--- src/rtl/seq_alu_if.sv ---
// -----------------------------------------------------------------------------
// seq_alu_if
// Handshake and data bundle for the sequential ALU.
//   start     request strobe, sampled on rising clk while busy=0
//   op        3-bit opcode, sampled with start
//   input_1   operand A, sampled with start
//   input_2   operand B, sampled with start
//   output_1  registered result
//   carry     registered carry / borrow / multiply-overflow flag
//   zero      registered, high when the loaded result is 0
//   busy      high while a multiply is in progress
//   done      one-cycle pulse in the cycle after a result load
// Modports: master (requester side), slave (ALU side).
// -----------------------------------------------------------------------------
interface seq_alu_if #(
   parameter int WIDTH = 8
);
   logic             start;
   logic [2:0]       op;
   logic [WIDTH-1:0] input_1;
   logic [WIDTH-1:0] input_2;
   logic [WIDTH-1:0] output_1;
   logic             carry;
   logic             zero;
   logic             busy;
   logic             done;

   modport master (
      output start, op, input_1, input_2,
      input  output_1, carry, zero, busy, done
   );

   modport slave (
      input  start, op, input_1, input_2,
      output output_1, carry, zero, busy, done
   );
endinterface

--- src/rtl/seq_alu.sv ---
// -----------------------------------------------------------------------------
// seq_alu
// Registered ALU with a start/done handshake. ADD, SUB and the logic ops
// complete in one clock; MUL is a WIDTH-cycle shift-add sequence. Result and
// flags are held in output registers until the next accepted operation.
// Ports:
//   clk    rising-edge clock
//   rst_n  asynchronous active-low reset
//   bus    seq_alu_if slave modport (start/op/operands in, result/flags out)
// Parameter:
//   WIDTH  operand/result width, 2..32
// -----------------------------------------------------------------------------
module seq_alu #(
   parameter int WIDTH = 8
) (
   input  logic     clk,
   input  logic     rst_n,
   seq_alu_if.slave bus
);

   localparam int CW = $clog2(WIDTH);

   typedef enum logic [2:0] {
      OP_ADD  = 3'b000,
      OP_SUB  = 3'b001,
      OP_AND  = 3'b010,
      OP_OR   = 3'b011,
      OP_XOR  = 3'b100,
      OP_NOT  = 3'b101,
      OP_MUL  = 3'b110,
      OP_PASS = 3'b111
   } op_e;

   typedef enum logic {
      S_IDLE,
      S_MUL
   } state_e;

   op_e                op_in;
   state_e             state;
   logic [CW-1:0]      count;
   logic [WIDTH-1:0]   result_q;
   logic               carry_q;
   logic               zero_q;
   logic               done_q;

   // Multiply datapath: multiplicand shifts left one place per iteration so
   // the current partial product is always aligned with the accumulator.
   logic [2*WIDTH-1:0] mcand;
   logic [WIDTH-1:0]   mplier;
   logic [2*WIDTH-1:0] acc;
   logic [2*WIDTH-1:0] acc_next;
   logic               mul_last;

   // Single-cycle datapath
   logic [WIDTH:0]     ext_sum;
   logic [WIDTH:0]     ext_diff;
   logic [WIDTH-1:0]   alu_res;
   logic               alu_carry;

   logic               accept;

   assign op_in    = op_e'(bus.op);
   assign accept   = (state == S_IDLE) && bus.start;
   assign mul_last = (count == CW'(WIDTH - 1));

   // One extra bit keeps the carry-out / borrow of bit WIDTH-1.
   assign ext_sum  = {1'b0, bus.input_1} + {1'b0, bus.input_2};
   assign ext_diff = {1'b0, bus.input_1} - {1'b0, bus.input_2};

   // NOTE: every signal assigned in an always_comb gets a default before the
   // case, so no path can leave it unassigned and infer a latch.
   always_comb begin
      alu_res   = '0;
      alu_carry = 1'b0;
      case (op_in)
         OP_ADD: begin
            alu_res   = ext_sum[WIDTH-1:0];
            alu_carry = ext_sum[WIDTH];
         end
         OP_SUB: begin
            // Top bit of the wrapped difference is set exactly when A < B.
            alu_res   = ext_diff[WIDTH-1:0];
            alu_carry = ext_diff[WIDTH];
         end
         OP_AND:  alu_res = bus.input_1 & bus.input_2;
         OP_OR:   alu_res = bus.input_1 | bus.input_2;
         OP_XOR:  alu_res = bus.input_1 ^ bus.input_2;
         OP_NOT:  alu_res = ~bus.input_1;
         OP_PASS: alu_res = bus.input_1;
         default: begin
            alu_res   = '0;
            alu_carry = 1'b0;
         end
      endcase
   end

   // Full 2*WIDTH accumulation; after the last iteration this is the exact
   // product, so the overflow flag comes from its untruncated upper half.
   assign acc_next = acc + (mplier[count] ? mcand : '0);

   // NOTE: operand and accumulator registers have no reset. They are always
   // loaded on the accepting edge before anything reads them, and a reset
   // returns the FSM to IDLE where their contents are ignored.
   always_ff @(posedge clk) begin
      if (accept && (op_in == OP_MUL)) begin
         mcand  <= {{WIDTH{1'b0}}, bus.input_1};
         mplier <= bus.input_2;
         acc    <= '0;
      end else if (state == S_MUL) begin
         mcand  <= mcand << 1;
         acc    <= acc_next;
      end
   end

   // NOTE: sequential state uses non-blocking assignments so every register
   // samples pre-edge values regardless of statement order.
   always_ff @(posedge clk or negedge rst_n) begin
      if (!rst_n) begin
         state    <= S_IDLE;
         count    <= '0;
         result_q <= '0;
         carry_q  <= 1'b0;
         zero_q   <= 1'b0;
         done_q   <= 1'b0;
      end else begin
         done_q <= 1'b0;
         case (state)
            S_IDLE: begin
               if (bus.start) begin
                  if (op_in == OP_MUL) begin
                     count <= '0;
                     state <= S_MUL;
                  end else begin
                     result_q <= alu_res;
                     carry_q  <= alu_carry;
                     zero_q   <= (alu_res == '0);
                     done_q   <= 1'b1;
                  end
               end
            end
            S_MUL: begin
               // start is ignored here: no queueing, no operand re-sampling.
               if (mul_last) begin
                  result_q <= acc_next[WIDTH-1:0];
                  carry_q  <= |acc_next[2*WIDTH-1:WIDTH];
                  zero_q   <= (acc_next[WIDTH-1:0] == '0);
                  done_q   <= 1'b1;
                  count    <= '0;
                  state    <= S_IDLE;
               end else begin
                  count <= count + CW'(1);
               end
            end
            default: state <= S_IDLE;
         endcase
      end
   end

   assign bus.output_1 = result_q;
   assign bus.carry    = carry_q;
   assign bus.zero     = zero_q;
   assign bus.done     = done_q;
   assign bus.busy     = (state == S_MUL);

endmodule

--- src/flat_wrapper.sv ---
// flat-port wrapper written by rule: the top's interface ports become plain ports
module seq_alu_flat 
#(
   parameter int WIDTH = 8
)
  (clk, rst_n, bus_start, bus_op, bus_input_1, bus_input_2, bus_output_1, bus_carry, bus_zero, bus_busy, bus_done);
  seq_alu_if #(.WIDTH(WIDTH)) bus_i ();
  input  logic clk;
  input  logic rst_n;
  input wire logic [$bits(bus_i.start)-1:0] bus_start;
  input wire logic [$bits(bus_i.op)-1:0] bus_op;
  input wire logic [$bits(bus_i.input_1)-1:0] bus_input_1;
  input wire logic [$bits(bus_i.input_2)-1:0] bus_input_2;
  output wire logic [$bits(bus_i.output_1)-1:0] bus_output_1;
  output wire logic [$bits(bus_i.carry)-1:0] bus_carry;
  output wire logic [$bits(bus_i.zero)-1:0] bus_zero;
  output wire logic [$bits(bus_i.busy)-1:0] bus_busy;
  output wire logic [$bits(bus_i.done)-1:0] bus_done;
  assign bus_i.start = bus_start;
  assign bus_i.op = bus_op;
  assign bus_i.input_1 = bus_input_1;
  assign bus_i.input_2 = bus_input_2;
  assign bus_output_1 = bus_i.output_1;
  assign bus_carry = bus_i.carry;
  assign bus_zero = bus_i.zero;
  assign bus_busy = bus_i.busy;
  assign bus_done = bus_i.done;
  seq_alu #(.WIDTH(WIDTH)) u_core (.clk(clk), .rst_n(rst_n), .bus(bus_i));
endmodule
--- config.mk ---
export PLATFORM = sky130hd
export DESIGN_NAME = seq_alu_flat
export DESIGN_NICKNAME = d
export VERILOG_FILES = /design/src/rtl/seq_alu_if.sv /design/src/rtl/seq_alu.sv /design/src/flat_wrapper.sv
export SDC_FILE = /design/constraint.sdc
export NUM_CORES = 1
export LEC_CHECK = 0
export ABC_AREA = 1
export BUFFER_PORTS_ARGS = -buffer_cell sky130_fd_sc_hd__clkbuf_2
export CAP_MARGIN = 40
export CORE_MARGIN = 10
export CORE_UTILIZATION = 45
export CTS_BUF_LIST = sky130_fd_sc_hd__clkbuf_4
export DETAILED_ROUTE_END_ITERATION = 10
export GPL_ROUTABILITY_DRIVEN = 0
export PLACE_DENSITY = 0.71
export SYNTH_ARGS = -nofsm -noshare
export SYNTH_HDL_FRONTEND = slang
export SYNTH_SLANG_ARGS = --single-unit
--- constraint.sdc ---
create_clock -name clk -period 2.55 [get_ports clk]
set_input_delay 0.255 -clock clk [delete_from_list [all_inputs] [get_ports clk]]
set_output_delay 0.255 -clock clk [all_outputs]
set_load 0.02 [all_outputs]
# ---- After elaboration in Yosys (flattened, before gate mapping)
# Cells that the tools add are included.
dict set report totals {
  reg_bits 55
  input_bits 22
  output_inout_bits 12
  word_cells 72
}
dict set report op_classes {
  add_sub_neg 4
  n_lt_le_gt_ge 1
  eq_ne 12
  mux 31
  bitwise_logic 5
  reduce_logical 9
}
# op count
set ops {}
lappend ops {{one-hot mux 8 bit (7 select lines)} 1}
lappend ops {{2-to-1 mux 8 bit} 5}
lappend ops {{adder 16 bit} 1}
lappend ops {{logical NOT 8 bit} 2}
lappend ops {{2-to-1 mux 16 bit} 1}
lappend ops {{one-hot mux 8 bit (2 select lines)} 1}
lappend ops {{== test 3 bit (second input constant)} 5}
lappend ops {{2-to-1 mux 1 bit} 13}
lappend ops {{one-hot mux 1 bit (2 select lines)} 5}
lappend ops {{adder 8 x 8 -> 9 bit} 1}
lappend ops {{2-to-1 mux 3 bit} 3}
lappend ops {{subtractor 8 x 8 -> 9 bit} 1}
lappend ops {{bitwise AND 8 bit} 1}
lappend ops {{!= test 2 bit (second input constant)} 4}
lappend ops {{inverter 8 bit} 1}
lappend ops {{OR 8 bit} 1}
lappend ops {{OR reduction 8 bit} 1}
lappend ops {{bitwise XOR 8 bit} 1}
lappend ops {{== test 3 x 2 -> 1 bit (second input constant)} 2}
lappend ops {{one-hot mux 3 bit (2 select lines)} 1}
lappend ops {{< comparator 3 x 4 -> 1 bit (second input constant)} 1}
lappend ops {{adder 3 x 1 -> 3 bit (second input constant)} 1}
lappend ops {{binary-select mux 1 bit (select 3 bit)} 1}
lappend ops {{== test 3 x 1 -> 1 bit (second input constant)} 1}
lappend ops {{other kinds (6)} 7}

# ---- Logic depth before layout (Yosys ltp)
# Gate-level depths: netlist of run 1.
dict set report depth {
  ltp_word 7
  depth_mapped 23
  mapped_depth_nobuf 22
}

# ---- Worst setup path after synthesis of run 1
# No wires, ideal clock.
dict set report synth_timing {
  kind {register to register}
  start {register u_core.count[0]}
  end {register u_core.carry_q (netlist: u_core.bus.carry)}
  setup_time_ns 0.116
  t_arrival_ns 2.489
  t_required_ns 2.434
  slack_ns -0.056
  stages_incl_launch_ff 20
  path_buffers 0
  period_less_slack_ns 2.606
  cell_sequence {dfrtp_1 -> inv_1 -> o21ai_0 -> nand3_1 -> nand2_1 -> nor2_1 -> ha_1 -> fa_1 -> nand3_1 -> nand3_1 -> nand2_1 -> nand2_1 -> nand2_1 -> nand2_1 -> nand2_1 -> nand3_1 -> nor3_1 -> nand3_1 -> nand2_1 -> nand2_1}
}
dict set report synth_via {
  elab_chain_cells 7
  word_cells_on_any_way 10
  classes_between {add/sub: 1; eq/ne: 2; mux: 5; reduce/logical: 2}
}
# item line
set synth_lines {}
lappend synth_lines {{from (decl)} seq_alu.sv:41} ;# logic [CW-1:0] count;
lappend synth_lines {{from (signal assigned)} seq_alu.sv:152} ;# count <= count + CW'(1);
lappend synth_lines {{binary-select mux 1 bit (select 3 bit)} seq_alu.sv:100} ;# assign acc_next = acc + (mplier[count] ? mcand : '0);
lappend synth_lines {{2-to-1 mux 1 bit (implied by the code)} seq_alu.sv:100}
lappend synth_lines {{2-to-1 mux 16 bit} seq_alu.sv:100}
lappend synth_lines {{adder 16 bit} seq_alu.sv:100}
lappend synth_lines {{OR reduction 8 bit} seq_alu.sv:146} ;# carry_q <= |acc_next[2*WIDTH-1:WIDTH];
lappend synth_lines {{2-to-1 mux 1 bit} seq_alu.sv:144} ;# if (mul_last) begin
lappend synth_lines {{one-hot mux 1 bit (2 select lines)} seq_alu.sv:128} ;# case (state)
lappend synth_lines {{to (signal assigned)} seq_alu.sv:136} ;# carry_q <= alu_carry;
lappend synth_lines {{to (signal assigned)} seq_alu.sv:146}
lappend synth_lines {{to (decl)} seq_alu.sv:43} ;# logic carry_q;
# Several ways; a longest one is shown, not always the timed one. The select of a mux whose other input is x is not followed.
# A chain may end at the register's enable or synchronous reset.

# ---- Final worst setup path of run 1
# Ends and elaborated chain as after synthesis.

==> flow_summary.toml, run 1 <==
[outcome]
outcome = "finished with violations"
violations = "negative setup slack"

[critical_path]
startpoint_type = "flip-flop"
ff2ff_path_depth = 20
crit_type = "flip-flop to flip-flop"
crit_slowest_cell = "dfrtp_2"
path_cells = "nor2_2, nor2_1, o21ai_1, nand3_1, nand2_2, buf_12, nor2_1, ha_1, nand2_1, nand2_1, a21oi_2, nor2_1, nor2_1, nand3_1, nand2_1, nand2_1, nor2_1, nand3_1, nand2_1, nand2_1"
critPathMaxFanout = 14
crit_path_frequent_cell = "nand2_1"
cp_data_required_time_ns = 2.85
max_stage_delay_ns = 0.50
cp.arrival_ns = 3.17
cp-end-kind = "flip-flop"

[detailed_routing]
routed_via_density = 5.345
routedWlPerCell_um = 15.02
dr.pass1.iters = 5
ant_nets = 0
drc = 0
drt_iter0_drc = 288
wl_um = 13140
dr_total_vias = 4677

[synth]
yosys.cell_types.count = 48
netlist_area_um2 = 4529
ys_seq_area_share_pct = 29.50
yosysWarnings = 0
synth_edf_count = 16
syn_nets = 727
ys.flop_type = "dfxtp_1"
ys_ff_latch = 55
synthArstFlopShare_pct = 27.27
synthesis.instances = 660
avgSynthCellArea_um2 = 6.863

[clock_tree]
max-clock-path-buffers = 2
cts_root_buf = "clkbuf_4"
cts_max_level = 2
clk_latency_ns = 0.40
tritoncts = "done"
cts_buffers = 5
cts.sinks = 55
clk_pin_slew_ns = 0.15

[pwr]
finalPower_mw = 6.801
leakagePower_nw = 2.758
powerDensity_nw_per_um2 = 1242
peakVddDrop_mv = 0.5780

[sta]
fin_crit_sh_pct = 112.2
rsz0062_at_grt = "true"
fin_crit_ns = 2.862
tightest_slew_ns = 0.6947
setup_viol = 13
maxSlewViolCount = 0
relSlewSlack_pct = 53.68
setup_ws_ns = -0.3118
finalHoldViolCount = 0
max_freq_mhz = 349.4
clock-skew-final_ns = 0.01024

[final_layout]
nets = 807
finalCoreUtilization_pct = 56.04
final_cell_mix = "nand2_1, inv_1, nor2_1"
mostFrequentLayoutCell = "nand2_1"
fillers = 884
syn_to_final_growth_pct = 20.94
multi_input_area_um2 = 2917
drive_above_1_share_pct = 24.16
seq_area_um2 = 1339

[global_routing]
grt-ovfl-total = 0
grt_first_pass_wirelength_um = 20530
track_usage_pct = 17.11
first_global_vias = 4362
antenna_found_initial = 1
grt_max_degree = 31

[flow_run]
drv_cap = 0

[worst_hold_path]
worstHoldPathType = "primary input to flip-flop"
min_path_cells = 1

[floorplanning]
die-area_um2 = 14480
initial_utilization_pct = 46.34
ios = 34
placementRows = 36
fp.dieW_um = 120.3
design.core.area_um2 = 9774
fp.dieH_um = 120.3

[placed_design]
port_buffers = 33
hpwlAfterDp_um = 9828
==> through the flow <==
| stage | instances | setup WS, ns | instance area [um2] | hold slack, ns | TNS [ns] |
|---|---|---|---|---|---|
| 2_1_floorplan | 660 | 0.01915 | 4537 | -0.04059 | 0 |
| 3_3_place_gp | 842 | -0.1715 | 5022 | 0.1838 | -0.1872 |
| 3_5_place_dp | 842 | -0.2384 | 5022 | 0.1839 | -0.5990 |
| 4_1_cts | 869 | -0.1265 | 5263 | 0.07804 | -0.2183 |
| 5_1_grt | 875 | -0.4389 | 5478 | 0.06694 | -4.070 |
| 6_report | 875 | -0.3118 | 5478 | 0.08186 | -1.411 |
==> per-layer routing <==
metal,track usage [%],routed length (um),up-vias
li1,-,-,2315
met1,21.43,5552,2132
met2,29.20,6244,199
met3,2.559,980,31
met4,6.184,365,0
met5,0,0,-
==> report_power, final <==
group / switching [mW] / internal, mW / total, mW
registers: 0.235 / 1.31 / 1.54
clock network: 0.266 / 0.117 / 0.383
logic: 2.75 / 2.13 / 4.87
total: 3.25 / 3.55 / 6.80
==> timing repair <==
| action | 4_1_cts | 5_1_grt |
|---|---|---|
| hold buffers | 1 | 0 |
| setup endpoints to repair | 14 | 20 |
| cloned | 0 | 0 |
| setup buffers | 18 | 6 |
| gates resized for setup | 14 | 49 |
| pin swaps | 10 | 24 |
| endpoints found under the hold margin | 15 | 0 |
==> worst max-delay path, delay by kind of cell, from the launching register on <==
kind	cells	cell delay, ns
AO/OA/AOI/OAI	2	0.29
flip-flops	1	0.50
buffers and inverters	1	0.14
AND/OR/NAND/NOR	16	1.48
adder cells (fa/ha/maj)	1	0.34
==> layout make-up <==
type	instances	share of cell area (%)
multi-input cells	491	53.24
flip-flops and latches	55	24.44
repair buffers	91	11.47
inverters	96	6.715
well taps	133	3.038
clock buffers	6	0.8223
clock inverters	2	0.2284
diodes	1	0.04568
==> registers in the layout (all words and copies together), names as in the netlist, 3 cells and up <==
register and flops:
u_core.acc 16, u_core.bus.output_1 8, u_core.count 3, u_core.mcand 16, u_core.mplier 8
==> final timing paths <==
check | from | slack (ns) | to
min in group asynchronous | rst_n | 0.28 | u_core.bus.output_1[2]
max in group asynchronous | rst_n | 2.00 | u_core.count[0]
min | bus_input_2[0] | 0.08 | u_core.mplier[0]
max | u_core.count[0] | -0.31 | u_core.bus.carry
min reg2reg | u_core.acc[7] | 0.50 | u_core.acc[7]
max reg2reg | u_core.count[0] | -0.31 | u_core.bus.carry
==> cell families (layout without fill, tap and decap cells) <==
family | after synthesis | in the layout | share of synthesized area (%)
AO/OA/AOI/OAI | 88 | 88 | 10.99
XOR/XNOR | 8 | 8 | 1.547
adder cells (fa/ha/maj) | 45 | 45 | 12.93
buffers and inverters | 114 | 195 | 10.86
flip-flops | 55 | 55 | 29.50
other | 0 | 1 | 0
AND/OR/NAND/NOR | 350 | 350 | 34.17
==> synth_stat cells, types with 2 or more instances <==
library cell	instances	share of area, %
nand2_1	168	14
inv_1	89	7.4
nor2_1	73	6.0
nand3_1	66	7.3
ha_1	42	12
o21ai_0	34	3.8
a21oi_1	24	2.7
dfxtp_1	24	11
edfxtp_1	16	11
dfrtp_1	15	8.3
nand4_1	12	1.7
o22ai_1	11	1.5
a31oi_1	6	0.83
buf_2	6	0.66
buf_6	6	1.5
inv_2	5	0.41
nand3_2	5	1.1
nor3_1	5	0.55
xnor2_1	5	0.97
clkbuf_1	4	0.33
fa_1	3	1.3
nand3b_1	3	0.50
nor2_2	3	0.41
or2_1	3	0.41
xor2_1	3	0.58
a21oi_2	2	0.39
a31o_2	2	0.39
nor3_2	2	0.44
o211ai_1	2	0.33
o21ai_1	2	0.22
o21ai_2	2	0.39
No activity file was read; power rests on OpenSTA's default activity.
==> inputs of run 2 (changes only) <==
--- a/config.mk
+++ b/config.mk
@@ -8,12 +8,13 @@
 export ABC_AREA = 1
 export BUFFER_PORTS_ARGS = -buffer_cell sky130_fd_sc_hd__clkbuf_2
 export CAP_MARGIN = 40
-export CORE_MARGIN = 10
+export CORE_MARGIN = 3
 export CORE_UTILIZATION = 45
 export CTS_BUF_LIST = sky130_fd_sc_hd__clkbuf_4
 export DETAILED_ROUTE_END_ITERATION = 10
 export GPL_ROUTABILITY_DRIVEN = 0
 export PLACE_DENSITY = 0.71
+export REMOVE_ABC_BUFFERS = 1
 export SYNTH_ARGS = -nofsm -noshare
 export SYNTH_HDL_FRONTEND = slang
 export SYNTH_SLANG_ARGS = --single-unit
==> run 2 against run 1 <==
The run still ends with negative setup slack left. Design area rose by 5.5%. Power rose by 12%. Non-clock buffer count rose by 6. Cell count rose by 0.11%. Sequential cell count did not move. Global-route usage rose by 6.4 points. Combinational power rose by 16%. Wire length rose by 5.0%. Clock skew rose by 0.0099 ns. Via count rose by 2.7%. Die area fell by 22%. Hold slack got worse by 0.0046 ns.
==> flow_summary.toml, run 2 (synthesized netlist as in run 1, its figures left out) <==
[outcome]
outcome = "finished with violations"
violations = "negative setup slack"

[critical_path]
critPathMaxFanout = 7
crit_type = "flip-flop to flip-flop"
startpoint_type = "flip-flop"
path_cells = "o211ai_1, nand3_2, nand2_2, buf_8, nor2_2, fa_2, nand3_2, nand3_4, nand2_2, nand2_1, nand2_1, nand3_1, nand2_2, nand2_1, nor2_1, nand3_1, nand2_1, nand2_1"
max_stage_delay_ns = 0.51
cp_data_required_time_ns = 2.88
cp_top_family = "simple AND/OR/NAND/NOR gates"
cp-end-kind = "flip-flop"
path_buf_inv = 1
r2r_slack_ns = -0.29
crit_slowest_cell = "dfrtp_2"
crit_path_frequent_cell = "nand2_1"
path_depth = 18
reg2reg_from = "u_core.count[0]"
worst_r2r_endpoint = "u_core.bus.carry"
cp.arrival_ns = 3.17
ff2ff_path_depth = 18

[global_routing]
grtUsageMet3_pct = 3.097
first_global_vias = 4501
grtUsageMet2_pct = 39.10
grt_first_pass_wirelength_um = 21570
grtUsageMet1_pct = 32.13
grt_max_degree = 32
busiest_layer = "met2"
antenna_found_initial = 0
grt-ovfl-total = 0
track_usage_pct = 23.53

[sta]
max_freq_mhz = 352.2
tightest_slew_ns = 0.7673
clock-skew-final_ns = 0.02017
fin_crit_sh_pct = 111.3
maxSlewViolCount = 0
hold_ws_ns = 0.07725
relSlewSlack_pct = 48.84
fin_crit_ns = 2.839
setup_viol = 10
rsz0062_at_grt = "true"
finalHoldViolCount = 0
setup_ws_ns = -0.2890

[clock_tree]
cts_buffers = 5
clk_pin_slew_ns = 0.19
cts.sinks = 55
cts_max_level = 2
max-clock-path-buffers = 2
tritoncts = "done"
clk_latency_ns = 0.41
cts_root_buf = "clkbuf_4"

[final_layout]
final_cell_mix = "nand2_1, inv_1, nand3_1"
n_antenna_cell = 0
mostFrequentLayoutCell = "nand2_1"
drive_above_1_share_pct = 30.12
syn_to_final_growth_pct = 27.54
reg.largest.list = "u_core.acc x16, u_core.mcand x16"
fin_cells = 876
nets = 813

[detailed_routing]
routedWlPerCell_um = 15.76
routed_via_density = 5.484
ant_nets = 0
drc = 0
drt_iter0_drc = 370
dr.pass1.iters = 5
dr_total_vias = 4804
wl_um = 13800

[pwr]
powerDensity_nw_per_um2 = 1324
peakVddDrop_mv = 0.6520
leakagePower_nw = 2.807

[worst_hold_path]
hold_end = "u_core.mplier[0]"
hp-start = "bus_input_2[0]"
min_path_cells = 1
worstHoldPathType = "primary input to flip-flop"

[floorplanning]
placementRows = 35
fp.dieH_um = 106.3
fp.dieW_um = 106.3
initial_utilization_pct = 47.66
die-area_um2 = 11310
ios = 34
design.core.area_um2 = 9503

[placed_design]
hpwlAfterDp_um = 9838
port_buffers = 33
dpl.cell_count = 844

[flow_run]
drv_cap = 0
==> run 2: cell count changes in the layout (fill, tap and decap cells not counted), sizes merged <==
| cell | delta |
|---|---|
| clkinvlp | -1 |
| diode | -1 |
| clkbuf | -1 |
| inv | +2 |
| buf | +6 |
==> run 2: area by class of cell <==
type / count / area, um2
Clock buffer: 5 / 37.54
Clock inverter: 3 / 26.28
Fill cell: 840 / 3726
Inverter: 96 / 367.9
Multi-Input combinational cell: 491 / 3159
Sequential cell: 55 / 1339
Tap cell: 129 / 161.4
Timing Repair Buffer: 97 / 685.7
==> run 2: power by group <==
part / internal [mW] / leakage (nW) / switching (mW) / total (mW)
clock network: 0.118 / 0.0376 / 0.312 / 0.430
registers: 1.31 / 0.528 / 0.281 / 1.59
logic: 2.57 / 2.24 / 3.06 / 5.63
total: 4.00 / 2.81 / 3.65 / 7.65
==> run 2: timing repair <==
action / 4_1_cts / 5_1_grt
buffers inserted: 19 / 6
hold endpoints to repair: 15 / 0
hold buffers: 1 / 0
pin swaps: 8 / 34
resized for setup: 26 / 98
setup endpoints to repair: 19 / 20
==> run 2: metrics by stage <==
step	power (mW)	setup TNS [ns]	instance area, um2	worst slack, ns	utilization (%)
6_report	7.650	-0.6725	5777	-0.2890	60.79
5_1_grt	8.211	-2.916	5777	-0.4319	60.79
4_1_cts	6.485	-0.1327	5344	-0.1184	56.23
3_5_place_dp	5.537	-1.481	5032	-0.2737	52.96
3_3_place_gp	5.455	-0.5537	5032	-0.1660	52.96
2_1_floorplan	3.913	-11.56	4405	-0.4931	-
==> run 2: how the worst max path moves through the flow <==
stage	endpoint	slack [ns]	start
2_1_floorplan	u_core.mcand[0]	-0.49	u_core.bus.busy
3_3_place_gp	u_core.bus.carry	-0.17	u_core.count[0]
3_5_place_dp	u_core.bus.carry	-0.27	u_core.count[0]
4_1_cts	u_core.bus.carry	-0.12	u_core.count[0]
5_1_grt	u_core.bus.carry	-0.43	u_core.count[0]
6_report	u_core.bus.carry	-0.29	u_core.count[0]
==> run 2: layer usage <==
| metal | up-vias | routed length (um) |
|---|---|---|
| li1 | 2312 | - |
| met1 | 2271 | 6024 |
| met2 | 179 | 6501 |
| met3 | 42 | 808 |
| met4 | 0 | 468 |
| met5 | - | 0 |
==> inputs of run 3 (changes only) <==
--- a/config.mk
+++ b/config.mk
@@ -13,6 +13,7 @@
 export CTS_BUF_LIST = sky130_fd_sc_hd__clkbuf_4
 export DETAILED_ROUTE_END_ITERATION = 10
 export GPL_ROUTABILITY_DRIVEN = 0
+export MAX_ROUTING_LAYER = met4
 export PLACE_DENSITY = 0.71
 export REMOVE_ABC_BUFFERS = 1
 export SYNTH_ARGS = -nofsm -noshare
==> run 3 against run 2 <==
The run still ends with negative setup slack left. First-iteration DRC count is 12% lower. Power is 0.92% higher. Global-route usage is 0.63 points higher. Combinational power is 1% higher. Sequential share of layout area is 0.080 points lower. Design area is 0.35% higher. Worst setup slack better by 0.088 ns. Die area stayed put. Critical path type unchanged. Critical endpoint unchanged. Largest power group unchanged. Highest routed layer unchanged.
==> flow_summary.toml, run 3 (synthesized netlist as in run 1, its figures left out) <==
[clock_tree]
clk_latency_ns = 0.41
max-clock-path-buffers = 2
cts_max_level = 2
cts_buffers = 5
tritoncts = "done"
cts_root_buf = "clkbuf_4"
cts.sinks = 55
clk_pin_slew_ns = 0.19

[critical_path]
crit_type = "flip-flop to flip-flop"
critPathMaxFanout = 7
cp_data_required_time_ns = 2.88
cp-end-kind = "flip-flop"
cp.arrival_ns = 3.08
startpoint_type = "flip-flop"

[floorplanning]
ios = 34
fp.dieH_um = 106.3
design.core.area_um2 = 9503
placementRows = 35
initial_utilization_pct = 47.66
fp.dieW_um = 106.3
die-area_um2 = 11310

[sta]
fin_crit_ns = 2.751
fin_crit_sh_pct = 107.9
max_freq_mhz = 363.5
tightest_slew_ns = 0.7669
setup_viol = 9
finalHoldViolCount = 0
hold_ws_ns = 0.07437
setup_ws_ns = -0.2010
clock-skew-final_ns = 0.02017
maxSlewViolCount = 0
relSlewSlack_pct = 48.86
rsz0062_at_grt = "true"

[pwr]
powerDensity_nw_per_um2 = 1332
intPower_mw = 4.036
finalPower_mw = 7.721
peakVddDrop_mv = 0.6620
p_clk_share_pct = 5.6
power_frac_comb_pct = 73.8
leakagePower_nw = 2.852
switching_power_mw = 3.685
p_seq_share_pct = 20.6
p_sw_share_pct = 47.72

[final_layout]
drive_above_1_share_pct = 30.04
final_cell_mix = "nand2_1, inv_1, buf_4"
mostFrequentLayoutCell = "nand2_1"
n_antenna_cell = 0
reg.largest.list = "u_core.acc x16, u_core.mcand x16"
syn_to_final_growth_pct = 27.98
nets = 815

[global_routing]
track_usage_pct = 24.16
grt_max_degree = 32
antenna_found_initial = 0
first_global_vias = 4505
grt_first_pass_wirelength_um = 21560
grt-ovfl-total = 0

[worst_hold_path]
worstHoldPathType = "primary input to flip-flop"

[detailed_routing]
drt_iter0_drc = 327
routed_via_density = 5.462
dr_total_vias = 4796
drc = 0
wl_um = 13580
routedWlPerCell_um = 15.47
dr.pass1.iters = 5
ant_nets = 0

[outcome]
outcome = "finished with violations"
violations = "negative setup slack"

[flow_run]
drv_cap = 0

[placed_design]
port_buffers = 33
hpwlAfterDp_um = 9838
run 3: final timing paths:
path | startpoint | end | slack [ns] | cells past startpoint
min | bus_input_2[0] | u_core.mplier[0] | 0.07 | 1
max reg2reg | u_core.count[0] | u_core.bus.carry | -0.20 | 20
min in group asynchronous | rst_n | u_core.count[2] | 0.29 | 2
max | u_core.count[0] | u_core.bus.carry | -0.20 | 20
min reg2reg | u_core.acc[13] | u_core.acc[13] | 0.50 | 2
max in group asynchronous | rst_n | u_core.count[0] | 1.92 | 2
run 3: final cells by class:
type	count	area, um2
Clock buffer	5	37.54
Clock inverter	3	26.28
Fill cell	838	3706
Inverter	96	367.9
Multi-Input combinational cell	491	3183
Sequential cell	55	1339
Tap cell	129	161.4
Timing Repair Buffer	99	681.9
run 3: power by group through the flow:
stage | logic [mW] | registers, mW | clock network [mW]
2_1_floorplan | 2.30 | 1.61 | 0
3_3_place_gp | 3.92 | 1.53 | 0
3_5_place_dp | 4.00 | 1.54 | 0
4_1_cts | 4.51 | 1.53 | 0.440
5_1_grt | 6.18 | 1.63 | 0.474
6_report | 5.70 | 1.59 | 0.432
run 3: repair_timing:
action,in CTS,in global routing
endpoints found under the setup margin,19,19
endpoints found under the hold margin,15,0
pin swaps,8,41
setup buffers,19,6
hold buffers,1,0
gates resized for setup,26,96
run 3: metal layers:
layer | share of wire [%] | GRT usage, % | up-vias | wire length [um]
met5 | 0 | - | - | 0
met4 | 3.1 | 6.568 | 0 | 427
met3 | 5.9 | 2.975 | 37 | 800
met2 | 47 | 39.10 | 192 | 6362
met1 | 44 | 32.13 | 2248 | 5989
li1 | - | - | 2319 | -
run 3: critical path, cell delays in order (launching register included):
cell	delay, ns
dfrtp_2	0.51
o211ai_1	0.22
nand3_2	0.16
buf_4	0.17
buf_4	0.12
buf_4	0.12
buf_4	0.12
buf_4	0.12
buf_4	0.12
buf_4	0.12
buf_4	0.12
buf_4	0.12
buf_4	0.13
nand3_1	0.09
nand2_1	0.06
nand3_1	0.07
nand2_1	0.05
inv_1	0.07
nand3_1	0.09
nand2_1	0.07
nand2_1	0.04
run 3: per-stage QoR:
stage / TNS [ns] / utilization (%) / setup WS, ns / instance area (um2) / std cells
after floorplan: -11.56 / - / -0.4931 / 4405 / 642
after global routing: -2.563 / 61.00 / -0.3880 / 5797 / 878
after CTS: -0.1327 / 56.23 / -0.1184 / 5344 / 872
after detailed placement: -1.481 / 52.96 / -0.2737 / 5032 / 844
after global placement: -0.5537 / 52.96 / -0.1660 / 5032 / 844
final: -0.6598 / 61.00 / -0.2010 / 5797 / 878
